$ cat config.mk
export PLATFORM = sky130hd
export DESIGN_NAME = timer_ctrl
export DESIGN_NICKNAME = d
export VERILOG_FILES = /design/src/rtl/timer_ctrl.sv
export SDC_FILE = /design/constraint.sdc
export NUM_CORES = 1
export LEC_CHECK = 0
export CORE_MARGIN = 3
export CORE_UTILIZATION = 30
export CTS_BUF_LIST = sky130_fd_sc_hd__clkbuf_8
export DETAILED_ROUTE_END_ITERATION = 7
export GPL_ROUTABILITY_DRIVEN = 0
export REMOVE_ABC_BUFFERS = 1
export SLEW_MARGIN = 20
export SYNTH_ARGS = -nofsm -noshare
export SYNTH_HDL_FRONTEND = slang
export SYNTH_SLANG_ARGS = --single-unit
$ cat constraint.sdc
create_clock -name clk -period 2.1 [get_ports clk]
set_input_delay 0.525 -clock clk [delete_from_list [all_inputs] [get_ports clk]]
set_output_delay 0.525 -clock clk [all_outputs]
set_load 0.01 [all_outputs]
$ cat src/rtl/timer_ctrl.sv
// timer_ctrl -- prescaled match timer controlling an external 8-bit counter.
//
// A start request latches a match value (cmp), a prescale divisor minus one
// (psc) and a one-shot/periodic mode, clears the external counter for one
// cycle and then issues a count-enable pulse every psc+1 unpaused cycles
// until the counter reaches the match value. One-shot runs park in DONE,
// periodic runs go straight back through CLEAR. Every match produces a
// one-cycle registered done pulse and bumps a saturating period count.
//
// Ports:
//   clk       in   single clock, rising edge
//   clr       in   synchronous active-high reset
//   start     in   begin timing (accepted in IDLE/DONE with cmp != 0)
//   stop      in   abort to IDLE from any non-IDLE state
//   pause     in   level, freezes prescaler and count enables
//   periodic  in   auto-restart after match, sampled with start
//   cmp       in   [7:0] match value, sampled with start
//   psc       in   [PS_W-1:0] prescale divisor minus one, sampled with start
//   cnt_out   in   [7:0] current value of the controlled counter
//   irq_ack   in   interrupt acknowledge
//   cnt_en    out  one-cycle count-enable pulse to the counter
//   cnt_clr   out  counter clear request
//   busy      out  high in CLEAR and RUN
//   done      out  registered one-cycle pulse per match
//   periods   out  [7:0] completed-match count, saturating at 255
//   irq       out  sticky interrupt, set by done, cleared by irq_ack
//
// Configuration macro: TIMER_CTRL_IRQ_EN. When undefined, irq is tied low
// and irq_ack has no effect.

module timer_ctrl #(
  parameter int PS_W = 4
) (
  input  logic            clk,
  input  logic            clr,
  input  logic            start,
  input  logic            stop,
  input  logic            pause,
  input  logic            periodic,
  input  logic [7:0]      cmp,
  input  logic [PS_W-1:0] psc,
  input  logic [7:0]      cnt_out,
  input  logic            irq_ack,
  output logic            cnt_en,
  output logic            cnt_clr,
  output logic            busy,
  output logic            done,
  output logic [7:0]      periods,
  output logic            irq
);

  typedef enum logic [1:0] {
    IDLE  = 2'd0,
    CLEAR = 2'd1,
    RUN   = 2'd2,
    DONE  = 2'd3
  } state_t;

  state_t          state;
  state_t          state_nxt;
  logic [PS_W-1:0] pc;
  logic [PS_W-1:0] psc_q;
  logic [7:0]      cmp_q;
  logic            periodic_q;

  logic            abort;
  logic            launch;
  logic            hit;

  // stop outranks start, so a stop in DONE also suppresses a relaunch, and
  // a stop on the match cycle swallows the done pulse.
  always_comb begin
    abort     = (state != IDLE) && stop;
    launch    = ((state == IDLE) || (state == DONE)) && start &&
                (cmp != 8'd0) && !abort;
    hit       = (state == RUN) && (cnt_out == cmp_q) && !abort;
    state_nxt = state;
    if (abort) begin
      state_nxt = IDLE;
    end else begin
      case (state)
        IDLE:    if (launch) state_nxt = CLEAR;
        CLEAR:   state_nxt = RUN;
        RUN:     if (hit) state_nxt = periodic_q ? CLEAR : DONE;
        DONE:    if (launch) state_nxt = CLEAR;
        default: state_nxt = IDLE;
      endcase
    end
  end

  always_comb begin
    busy    = (state == CLEAR) || (state == RUN);
    cnt_clr = clr || (state == CLEAR) || abort;
    cnt_en  = !clr && (state == RUN) && !pause && (pc == psc_q) &&
              (cnt_out != cmp_q);
  end

  always_ff @(posedge clk) begin
    if (clr) begin
      state <= IDLE;
    end else begin
      state <= state_nxt;
    end
  end

  // Prescaler restarts from zero on every pass through CLEAR so that each
  // period is measured from a clean phase.
  always_ff @(posedge clk) begin
    if (clr) begin
      pc <= '0;
    end else if (state == CLEAR) begin
      pc <= '0;
    end else if ((state == RUN) && !pause) begin
      pc <= (pc == psc_q) ? '0 : pc + 1'b1;
    end
  end

  always_ff @(posedge clk) begin
    if (clr) begin
      cmp_q      <= 8'd0;
      psc_q      <= '0;
      periodic_q <= 1'b0;
    end else if (launch) begin
      cmp_q      <= cmp;
      psc_q      <= psc;
      periodic_q <= periodic;
    end
  end

  // periods moves on the same edge that raises done, so it already shows the
  // new count during the done cycle.
  always_ff @(posedge clk) begin
    if (clr) begin
      done    <= 1'b0;
      periods <= 8'd0;
    end else begin
      done <= hit;
      if (launch) begin
        periods <= 8'd0;
      end else if (hit && (periods != 8'hFF)) begin
        periods <= periods + 8'd1;
      end
    end
  end

`ifdef TIMER_CTRL_IRQ_EN
  // Set has priority over acknowledge so a pulse landing on an ack is kept.
  always_ff @(posedge clk) begin
    if (clr) begin
      irq <= 1'b0;
    end else if (done) begin
      irq <= 1'b1;
    end else if (irq_ack) begin
      irq <= 1'b0;
    end
  end
`else
  // irq_ack is folded in only so the input stays consumed; irq is always 0.
  assign irq = irq_ack & 1'b0;
`endif

endmodule
==> flow_summary_export.csv <==
group,metric,value,unit
job,max_cap_viol_count,0,
cells_and_area,n_antenna_cell,0,
routing,routed_via_density,4.54,
placed_design,dpl_cell_area,0.00205,sq mm
grt,grt_pass1_vias,1218,
logic_synthesis,ys_seq_elements,28,
grt,globalRouteMet1Util,17.0,%
grt,grt_busiest_layer,"met2",
sta,timing.hold.ws,0.497,ns
cells_and_area,final_net_count,251,
cells_and_area,drive_gt1_share,23.0,%
die,start_util,32.2,%
grt,use_met3,3.17,%
die,io_pins,40,
routing,drtPass1Iterations,4,
grt,grt_pass1_wl,5.53,mm
cells_and_area,final_common_cell,"dfxtp_1",
grt,gr-total-overflow,0,
sta,rsz0062_at_grt,"true",
grt,grt_usage,12.4,%
sta,max_freq,483,MHz
pwr,powerDensity,887,mW/mm^2
cells_and_area,nFillCells,457,
clocking,numCtsBuffers,3,
worst_hold_path,hold_path_class,"reg2reg",
pwr,vdd_ir_drop_max,0.389,mV
worst_setup_path,crit_type,"in2out",
logic_synthesis,yosys.area_share.simple,24.4,%
grt,grt_max_degree,18,
clocking,cts-root-buf,"clkbuf_8",
clocking,insertion_delay,0.28,ns
clocking,max-clock-path-buffers,2,
sta,hold_violations,0,
sta,drv_slew,0,
routing,antenna_left,0,
logic_synthesis,synth_top_family_by_area,"simple AND/OR/NAND/NOR gates",
pwr,p_total,1.94,mW
sta,fin_crit,2.07,ns
clocking,cts_tree,"yes",
sta,finalCritPeriodShare,98.6,%
logic_synthesis,synth_area,0.00146,sq mm
die,dieArea,0.00574,sq mm
logic_synthesis,seq_area_frac_synth,38.4,%
worst_setup_path,cp.required,1.57,ns
logic_synthesis,synthXorXnorAreaFrac,11.7,%
placed_design,place_inst,277,
run_status,status,"complete, no violations",
routing,vias,1281,
logic_synthesis,synth.distinct_cells,36,
logic_synthesis,yosys_warnings,0,
worst_setup_path,arrival,1.55,ns
clocking,path_clk_slew,0.10,ns
cells_and_area,final_cell_mix,"dfxtp_1, clkdlybuf4s50_1, buf_4",
sta,worst_clock_skew,0.00799,ns
sta,finalSetupViolations,0,
logic_synthesis,synth_compound_area_share,7.02,%
worst_setup_path,end_kind,"output pin",
routing,drt_wl_total,3.33,mm
worst_setup_path,critPathLaunchType,"primary input",
clocking,htree_levels,1,
die,chipHeight,75.8,microns
logic_synthesis,syn_inst,160,
cells_and_area,synthToLayoutAreaGrowth,49.6,%
die,fp-row-count,24,
grt,use_met2,19.7,%
placed_design,port_buffers,37,
routing,drtIter0Drc,54,
logic_synthesis,avgSynthCellArea,9.13,sq um
placed_design,hpwl,2.44,mm
cells_and_area,stdcell_area,0.00219,sq mm
die,die_w,75.8,microns
pwr,cellLeakagePower,0.912,nW
cells_and_area,fin_cells,282,
logic_synthesis,synthAdderAreaFrac,5.14,%
routing,wl_per_cell,11.8,microns
grt,antenna_found_initial,0,
die,core,0.00453,sq mm
worst_setup_path,crit_fanout,4,
routing,drc_errors,0,
clocking,clock-sinks,28,
logic_synthesis,synthMuxAreaShare,9.59,%
## report_power, final
| part | internal, mW | switching, mW | leakage [nW] | total, mW |
|---|---|---|---|---|
| combinational | 0.453 | 0.396 | 0.649 | 0.849 |
| sequential | 0.605 | 0.0499 | 0.228 | 0.655 |
| clock | 0.256 | 0.181 | 0.0357 | 0.436 |
## worst max-delay path, cell delays in order
cell and delay (ns):
clkdlybuf4s50_1 0.49, or3_1 0.38, buf_2 0.15
## cell families after synthesis
group | Yosys count
xor gates and xnor gates | 17
other | 1
AOI/OAI and AO/OA | 17
and+or+nand+nor | 65
buffers and inverters | 12
adders and majority gates | 6
DFF | 28
muxes | 14
## worst paths after layout
| path | startpoint | to | slack (ns) | cells after the start |
|---|---|---|---|---|
| worst min register to register | periodic_q | periodic_q | 0.50 | 2 |
| worst max register to register | state[0] | periods[3] | 0.06 | 8 |
| worst min-delay path | periodic_q | periodic_q | 0.50 | 2 |
| worst max-delay path | clr | cnt_clr | 0.03 | 3 |
## area by class of cell
type                            count  area (sq um)  area share (%)
Multi-Input combinational cell    120           912            41.7
Sequential cell                    28           561            25.6
Timing Repair Buffer               61           546            25.0
Tap cell                           65          81.3            3.72
Clock buffer                        3          41.3            1.89
Clock inverter                      1          30.0            1.37
Inverter                            4          15.0           0.687
## what timing repair did
item / 4_1_cts / 5_1_grt
resized for setup: 19 / 14
pin swaps: 6 / 8
setup buffers: 0 / 1
endpoints found under the setup margin: 7 / 11
hold buffers: 0 / 0
## state kept, by name, indices dropped and copies added (netlist names)
signal	cells
done	1
psc_q	4
cmp_q	8
periodic_q	1
state	2
pc	4
periods	8
## Yosys cell counts, drive strengths merged
cell type,count,area [sq um]
and2,2,12.5
ha,6,75.1
nand2b,2,12.5
conb,1,3.75
o21ai,3,15.0
clkbuf,5,18.8
dfxtp,28,561
nor3,4,20.0
nand4,4,37.5
buf,3,17.5
o31ai,3,22.5
nand3,3,15.0
o2111ai,1,8.76
or3,3,20.0
nor4,5,31.3
a211oi,1,7.51
a21oi,8,40.0
mux2i,14,140
inv,4,15.0
nand3b,1,7.51
nor4b,1,8.76
or2,1,6.26
nand2,5,18.8
nand4b,1,8.76
and4b,1,10.0
xnor2,12,128
a2bb2oi,1,8.76
or4,2,15.0
nor2b,2,12.5
xor2,5,43.8
and3,6,37.5
nor2,22,82.6
## stage by stage
stage	setup TNS, ns	worst slack [ns]	utilization [%]
6_report	0	0.0299	48.2
3_5_place_dp	-6.27	-0.513	45.2
3_3_place_gp	-5.92	-0.510	45.2
5_1_grt	-0.108	-0.0311	48.2
2_1_floorplan	0	0.0814	-
4_1_cts	-0.159	-0.0936	46.8
## metal layers
metal | wire, microns | share of wire [%] | vias up
li1 | - | - | 671
met1 | 1610 | 48 | 581
met5 | 0 | 0 | -
met3 | 145 | 4.3 | 4
met4 | 30 | 0.90 | 0
met2 | 1550 | 47 | 25
Power figures use the tool's default switching activity.
